`src/rtl/instr_fetch_pkg.sv`:
```
// Shared constants for the instruction fetch stage: advance-mode encodings
// driven by the control FSM, instruction field positions and fetch states.
package instr_fetch_pkg;

    typedef logic [1:0] load_en_t;

    localparam load_en_t INSTR_PTR_LOAD_EN_FALSE = 2'd0;
    localparam load_en_t INSTR_PTR_LOAD_EN_TRUE  = 2'd1;
    localparam load_en_t INSTR_PTR_LOAD_EN_ALU   = 2'd2;

    localparam logic [7:0] NOP_OPCODE_DEF    = 8'h00;
    localparam int         OPCODE_LSB_DEF    = 120;
    localparam int         JUMP_ADDR_LSB_DEF = 88;

    localparam logic [1:0] ST_ISSUE = 2'd0;
    localparam logic [1:0] ST_WAIT  = 2'd1;
    localparam logic [1:0] ST_VALID = 2'd2;

endpackage

```
`src/rtl/instr_fetch.sv`:
```
// Program counter and fetch stage: issues one read at a time to the
// synchronous command memory and holds the fetched word for the control FSM.
module instr_fetch
    import instr_fetch_pkg::*;
#(
    parameter int         ADDR_W           = 8,
    parameter int         INSTR_W          = 128,
    parameter int         MEM_READ_LATENCY = 2,
    parameter int         OPCODE_LSB       = OPCODE_LSB_DEF,
    parameter int         JUMP_ADDR_LSB    = JUMP_ADDR_LSB_DEF,
    parameter logic [7:0] NOP_OPCODE       = NOP_OPCODE_DEF
) (
    input  logic               clk,
    input  logic               reset,
    input  logic               instr_ptr_en,
    input  logic [1:0]         instr_ptr_load_en,
    input  logic               alu_result_lsb,
    output logic               mem_rd_en,
    output logic [ADDR_W-1:0]  mem_addr,
    input  logic [INSTR_W-1:0] mem_rd_data,
    output logic [INSTR_W-1:0] instr_out,
    output logic [7:0]         opcode,
    output logic               instr_valid,
    output logic [ADDR_W-1:0]  pc,
    output logic               err_early_adv
);

    localparam int CNT_W = (MEM_READ_LATENCY < 2) ? 1 : $clog2(MEM_READ_LATENCY + 1);

    logic [1:0]         state_q, state_d;
    logic [ADDR_W-1:0]  pc_q, pc_d;
    logic [CNT_W-1:0]   cnt_q, cnt_d;
    logic [INSTR_W-1:0] instr_q, instr_d;
    logic               err_q, err_d;

    logic [ADDR_W-1:0]  pc_inc;
    logic [ADDR_W-1:0]  jump_addr;
    logic [ADDR_W-1:0]  next_pc;

    assign pc_inc    = pc_q + ADDR_W'(1);
    assign jump_addr = instr_q[JUMP_ADDR_LSB +: ADDR_W];

    // Reserved encoding 3 falls back to a plain increment.
    always_comb begin
        next_pc = pc_inc;
        case (instr_ptr_load_en)
            INSTR_PTR_LOAD_EN_FALSE: next_pc = pc_inc;
            INSTR_PTR_LOAD_EN_TRUE:  next_pc = jump_addr;
            INSTR_PTR_LOAD_EN_ALU:   next_pc = alu_result_lsb ? jump_addr : pc_inc;
            default:                 next_pc = pc_inc;
        endcase
    end

    always_comb begin
        state_d = state_q;
        pc_d    = pc_q;
        cnt_d   = cnt_q;
        instr_d = instr_q;
        err_d   = err_q;
        case (state_q)
            ST_ISSUE: begin
                cnt_d   = CNT_W'(MEM_READ_LATENCY);
                state_d = ST_WAIT;
            end
            ST_WAIT: begin
                cnt_d = cnt_q - CNT_W'(1);
                if (cnt_q == CNT_W'(1)) begin
                    instr_d = mem_rd_data;
                    state_d = ST_VALID;
                end
            end
            ST_VALID: begin
                if (instr_ptr_en) begin
                    pc_d    = next_pc;
                    state_d = ST_ISSUE;
                end
            end
            default: state_d = ST_ISSUE;
        endcase
        if (instr_ptr_en && (state_q != ST_VALID)) begin
            err_d = 1'b1;
        end
    end

    always_ff @(posedge clk) begin
        if (reset) begin
            state_q <= ST_ISSUE;
            pc_q    <= '0;
            cnt_q   <= '0;
            instr_q <= '0;
            err_q   <= 1'b0;
        end else begin
            state_q <= state_d;
            pc_q    <= pc_d;
            cnt_q   <= cnt_d;
            instr_q <= instr_d;
            err_q   <= err_d;
        end
    end

    // The opcode is masked so the FSM sees a harmless NOP while a fetch is in flight.
    always_comb begin
        instr_out = instr_q;
        if (!instr_valid) begin
            instr_out[OPCODE_LSB +: 8] = NOP_OPCODE;
        end
    end

    assign instr_valid   = (state_q == ST_VALID);
    assign mem_rd_en     = (state_q == ST_ISSUE) && !reset;
    assign mem_addr      = pc_q;
    assign opcode        = instr_out[OPCODE_LSB +: 8];
    assign pc            = pc_q;
    assign err_early_adv = err_q;

endmodule

```
`config.mk`:
```
export PLATFORM = sky130hd
export DESIGN_NAME = instr_fetch
export DESIGN_NICKNAME = d
export VERILOG_FILES = /design/src/rtl/instr_fetch_pkg.sv /design/src/rtl/instr_fetch.sv
export SDC_FILE = /design/constraint.sdc
export NUM_CORES = 1
export LEC_CHECK = 0
export CORE_MARGIN = 1
export CORE_UTILIZATION = 45
export DETAILED_ROUTE_END_ITERATION = 8
export PLACE_DENSITY = 0.94
export SYNTH_ARGS = -nofsm -noshare
export SYNTH_HDL_FRONTEND = slang
export SYNTH_SLANG_ARGS = --single-unit
export TNS_END_PERCENT = 30
```
`constraint.sdc`:
```
create_clock -name clk -period 3.03 [get_ports clk]
set_input_delay 0.4545 -clock clk [delete_from_list [all_inputs] [get_ports clk]]
set_output_delay 0.4545 -clock clk [all_outputs]
set_load 0.01 [all_outputs]
```
==> impl_results.html <==
<table>
<tr><th>Metric</th><th>Value</th></tr>
<tr><th colspan="2">Route</th></tr>
<tr><td>DR WL/cell</td><td>14.3 um</td></tr>
<tr><td>Total detailed-routing wirelength</td><td>between 15000 and 20000 um</td></tr>
<tr><td>Pre-antenna DRT Iters</td><td>4</td></tr>
<tr><td>Count of unresolved DRC violations after routing</td><td>0</td></tr>
<tr><td>Via Count</td><td>between 5000 and 6000</td></tr>
<tr><td>Iteration-0 DRC Markers</td><td>roughly 270</td></tr>
<tr><td>Antenna Violating Nets Remaining</td><td>0</td></tr>
<tr><td>Vias per Instance</td><td>4.83</td></tr>
<tr><th colspan="2">Setup path</th></tr>
<tr><td>Slowest CP cell</td><td>sky130_fd_sc_hd__clkdlybuf4s50_1</td></tr>
<tr><td>Data arrival time of the critical path</td><td>roughly 2200 ps</td></tr>
<tr><td>Cells along the critical path</td><td>and2b_1 -&gt; and2_1 -&gt; clkdlybuf4s50_1</td></tr>
<tr><td>Element type at the critical path start</td><td>flip-flop</td></tr>
<tr><td>Critical path class</td><td>reg -&gt; out</td></tr>
<tr><td>Slowest cell delay on critical path</td><td>around 560 ps</td></tr>
<tr><td>Critical path data required time</td><td>between 2000 and 3000 ps</td></tr>
<tr><td>Capturing element type of the critical path</td><td>output pin</td></tr>
<tr><td>Critical path peak fanout</td><td>13</td></tr>
<tr><th colspan="2">Logic synthesis</th></tr>
<tr><td>Warnings from Yosys</td><td>0</td></tr>
<tr><td>Synth Instances</td><td>790</td></tr>
<tr><td>Dominant cells by area after synthesis</td><td>sky130_fd_sc_hd__dfxtp_1, sky130_fd_sc_hd__buf_4, sky130_fd_sc_hd__nand2_1</td></tr>
<tr><td>Post-synthesis average cell area</td><td>just under 8 um^2</td></tr>
<tr><td>Summed instance area of the synthesized netlist</td><td>between 0.006 and 0.007 mm^2</td></tr>
<tr><td>Synthesized Nets</td><td>928</td></tr>
<tr><td>Number of unique standard cell types used by synthesis</td><td>26</td></tr>
<tr><td>Library cell with the largest summed area after synthesis</td><td>sky130_fd_sc_hd__dfxtp_1</td></tr>
<tr><td>Number of flip-flops and latches in the synthesized netlist</td><td>141</td></tr>
<tr><td>Top cell type's share of synthesized area</td><td>45.0%</td></tr>
<tr><td>Portion of the post-synthesis area used by sequential elements</td><td>45.0%</td></tr>
<tr><th colspan="2">Floorplan</th></tr>
<tr><td>Total I/O pin count</td><td>around 290</td></tr>
<tr><td>Die area</td><td>approximately 0.014 mm^2</td></tr>
<tr><td>Floorplan Core Area</td><td>roughly 0.013 mm^2</td></tr>
<tr><td>Die height</td><td>approximately 120 um</td></tr>
<tr><td>Horizontal die dimension</td><td>between 100 and 150 um</td></tr>
<tr><td>Std cell rows</td><td>42</td></tr>
<tr><td>Initial standard-cell utilization of the core</td><td>between 40% and 50%</td></tr>
<tr><th colspan="2">Timing</th></tr>
<tr><td>Final Critical Period</td><td>between 2000 and 3000 ps</td></tr>
<tr><td>Worst Max-Slew Pin Slew</td><td>just over 700 ps</td></tr>
<tr><td>Number of setup violations in the final report</td><td>0</td></tr>
<tr><td>Worst setup skew after layout</td><td>between 7 and 8 ps</td></tr>
<tr><td>Final hold violations</td><td>0</td></tr>
<tr><td>Fraction of the cycle the final worst path needs</td><td>86.2%</td></tr>
<tr><td>Final-layout setup total negative slack</td><td>0 ps</td></tr>
<tr><td>Relative slew slack</td><td>52.5%</td></tr>
<tr><td>FMAX</td><td>between 300 and 400 MHz</td></tr>
<tr><td>Unrepaired setup endpoints after global routing</td><td>no</td></tr>
<tr><td>Number of max-slew violations in the final report</td><td>0</td></tr>
<tr><th colspan="2">CTS</th></tr>
<tr><td>TritonCTS Buffers</td><td>17</td></tr>
<tr><td>Clock tree from TritonCTS</td><td>yes</td></tr>
<tr><td>Insertion delay of the later-clocked pin in the worst-skew pair</td><td>400 ps</td></tr>
<tr><td>Maximum clock insertion buffer count</td><td>2</td></tr>
<tr><td>Count of hold buffers inserted by post-cts repair</td><td>0</td></tr>
<tr><td>Clock tree root buffer cell</td><td>sky130_fd_sc_hd__clkbuf_16</td></tr>
<tr><td>CTS H-tree lvls</td><td>4</td></tr>
<tr><td>Postcts setup bufs</td><td>0</td></tr>
<tr><td># resized after CTS</td><td>0</td></tr>
<tr><td>Clock-pin slew reported for the worst setup and hold paths after clock tree synthesis</td><td>about 60 ps</td></tr>
<tr><td>Number of clock sinks seen by CTS</td><td>141</td></tr>
<tr><th colspan="2">Status</th></tr>
<tr><td>Run status</td><td>finished clean</td></tr>
<tr><th colspan="2">Finish</th></tr>
<tr><td>Final-stage net count</td><td>1059</td></tr>
<tr><td>Antenna Diode Count</td><td>0</td></tr>
<tr><td>Ratio of cells with drive above 1 in the final layout</td><td>3.97%</td></tr>
<tr><td>Syn-to-layout area delta</td><td>38.1%</td></tr>
<tr><th colspan="2">Global routing</th></tr>
<tr><td>Pin count of the biggest net entering global routing</td><td>83</td></tr>
<tr><td>Vias in the first global route</td><td>between 5000 and 6000</td></tr>
<tr><td>Number of antenna violations at the first check in global routing</td><td>0</td></tr>
<tr><td>Wire length of the first global-routing pass</td><td>between 20000 and 25000 um</td></tr>
<tr><td>GR Util All Layers</td><td>between 20% and 30%</td></tr>
<tr><td>Overall overflow remaining after global route</td><td>0</td></tr>
<tr><th colspan="2">Power and ir drop</th></tr>
<tr><td>VDD IR-drop max</td><td>0.000306 V</td></tr>
<tr><td>Leakage Power</td><td>slightly below 3 nW</td></tr>
<tr><td>Total power divided by cell area</td><td>around 500 mW/mm^2</td></tr>
<tr><td>Tot Pwr</td><td>around 0.0043 W</td></tr>
<tr><th colspan="2">Placement</th></tr>
<tr><td>Placed wire-length estimate after detailed placement</td><td>around 11000 um</td></tr>
<tr><td>I/O Buffers</td><td>approximately 290</td></tr>
<tr><td>Routability-driven placement congestion ratio</td><td>a little under 0.8</td></tr>
<tr><th colspan="2">Hold path</th></tr>
<tr><td>Class of the most critical hold timing path</td><td>in -&gt; reg</td></tr>
<tr><th colspan="2">Flow run</th></tr>
<tr><td>Count of max-cap constraint violations</td><td>0</td></tr>
</table>
[worst paths after layout]
| path | startpoint | endpoint | slack [ps] | cells past startpoint |
|---|---|---|---|---|
| setup / recovery | state_q[1]$_SDFFE_PP0P_ | opcode[3] | 420 | 3 |
| hold / removal | reset | instr_q[23]$_SDFFE_PP0P_ | 360 | 2 |
| setup reg to reg | cnt_q[1]$_SDFFE_PP0P_ | instr_q[41]$_SDFFE_PP0P_ | 1220 | 7 |
| hold reg to reg | instr_q[118]$_SDFFE_PP0P_ | instr_q[118]$_SDFFE_PP0P_ | 450 | 2 |
[power by group]
group,switching (W),total [W],internal (W)
combinational,0.000183,0.000450,0.000267
clock,0.000722,0.00196,0.00124
sequential,0.0000278,0.00193,0.00190
[synthesized netlist by cell type (all sizes together)]
cell type	instances
o32ai	5
clkbuf	16
buf	167
a32oi	5
nand3	3
nor3	5
nand2	261
inv	11
dfxtp	141
o21ai	1
or2	1
and2	9
a221oi	2
ha	4
nand4	1
o21a	1
a211oi	4
nor2	8
and3	2
nand2b	3
and2b	1
nor3b	1
a21oi	138
[per-layer routing]
layer  GRT usage [%]  wire length (um)  vias up
met1            24.5              6210     2431
met3            6.42              1390       27
met2            37.4              7880      230
li1                -                 -     2664
met5               0                 0        -
met4            10.2               382        0
[cells in the final DEF (no fill, tap or decap), drive strengths merged, types with 5 or more instances in the layout]
cell type and instances:
nor3 5, inv 11, a32oi 5, nand2 261
clkdlybuf4s50 287, buf 8, nor2 8, o32ai 5
and2 9, clkbuf 23, dfxtp 141, a21oi 138
[kinds of logic after synthesis]
group / share of synthesized area [%]
AO/OA/AOI/OAI: 13.4
adder cells (fa/ha/maj): 0.798
buffers and inverters: 22.2
flip-flops: 45.0
AND/OR/NAND/NOR: 18.6
[critical path, delay by kind of cell (launching register included)]
family	cells	cell delay, ps
buffers and inverters	1	560
DFF	1	510
and+or+nand+nor	2	690
[registers in the layout, summed over array words and instances, names as in the netlist]
| signal | cells |
|---|---|
| mem_addr | 8 |
| err_early_adv | 1 |
| state_q | 2 |
| instr_q | 128 |
| cnt_q | 2 |
[cell type report]
cell class,count,area (um^2)
tap,176,220
sequential,141,2820
clock buffer,23,468
fill,1086,4730
inverter,11,41.3
clock inverter,7,90.1
multi-input combinational,455,2070
timing repair buffer,295,2960
[through the flow]
stage	worst slack, ps	instance area [um^2]	cells	hold WS, ps	util, %
after floorplan	1430	6270	790	432	-
after global placement	881	8110	1078	440	60.5
after detailed placement	811	8110	1078	445	60.5
after CTS	383	8670	1108	333	64.7
after global routing	267	8670	1108	357	64.7
final	417	8670	1108	365	64.7
No activity file was read; power rests on OpenSTA's default activity.
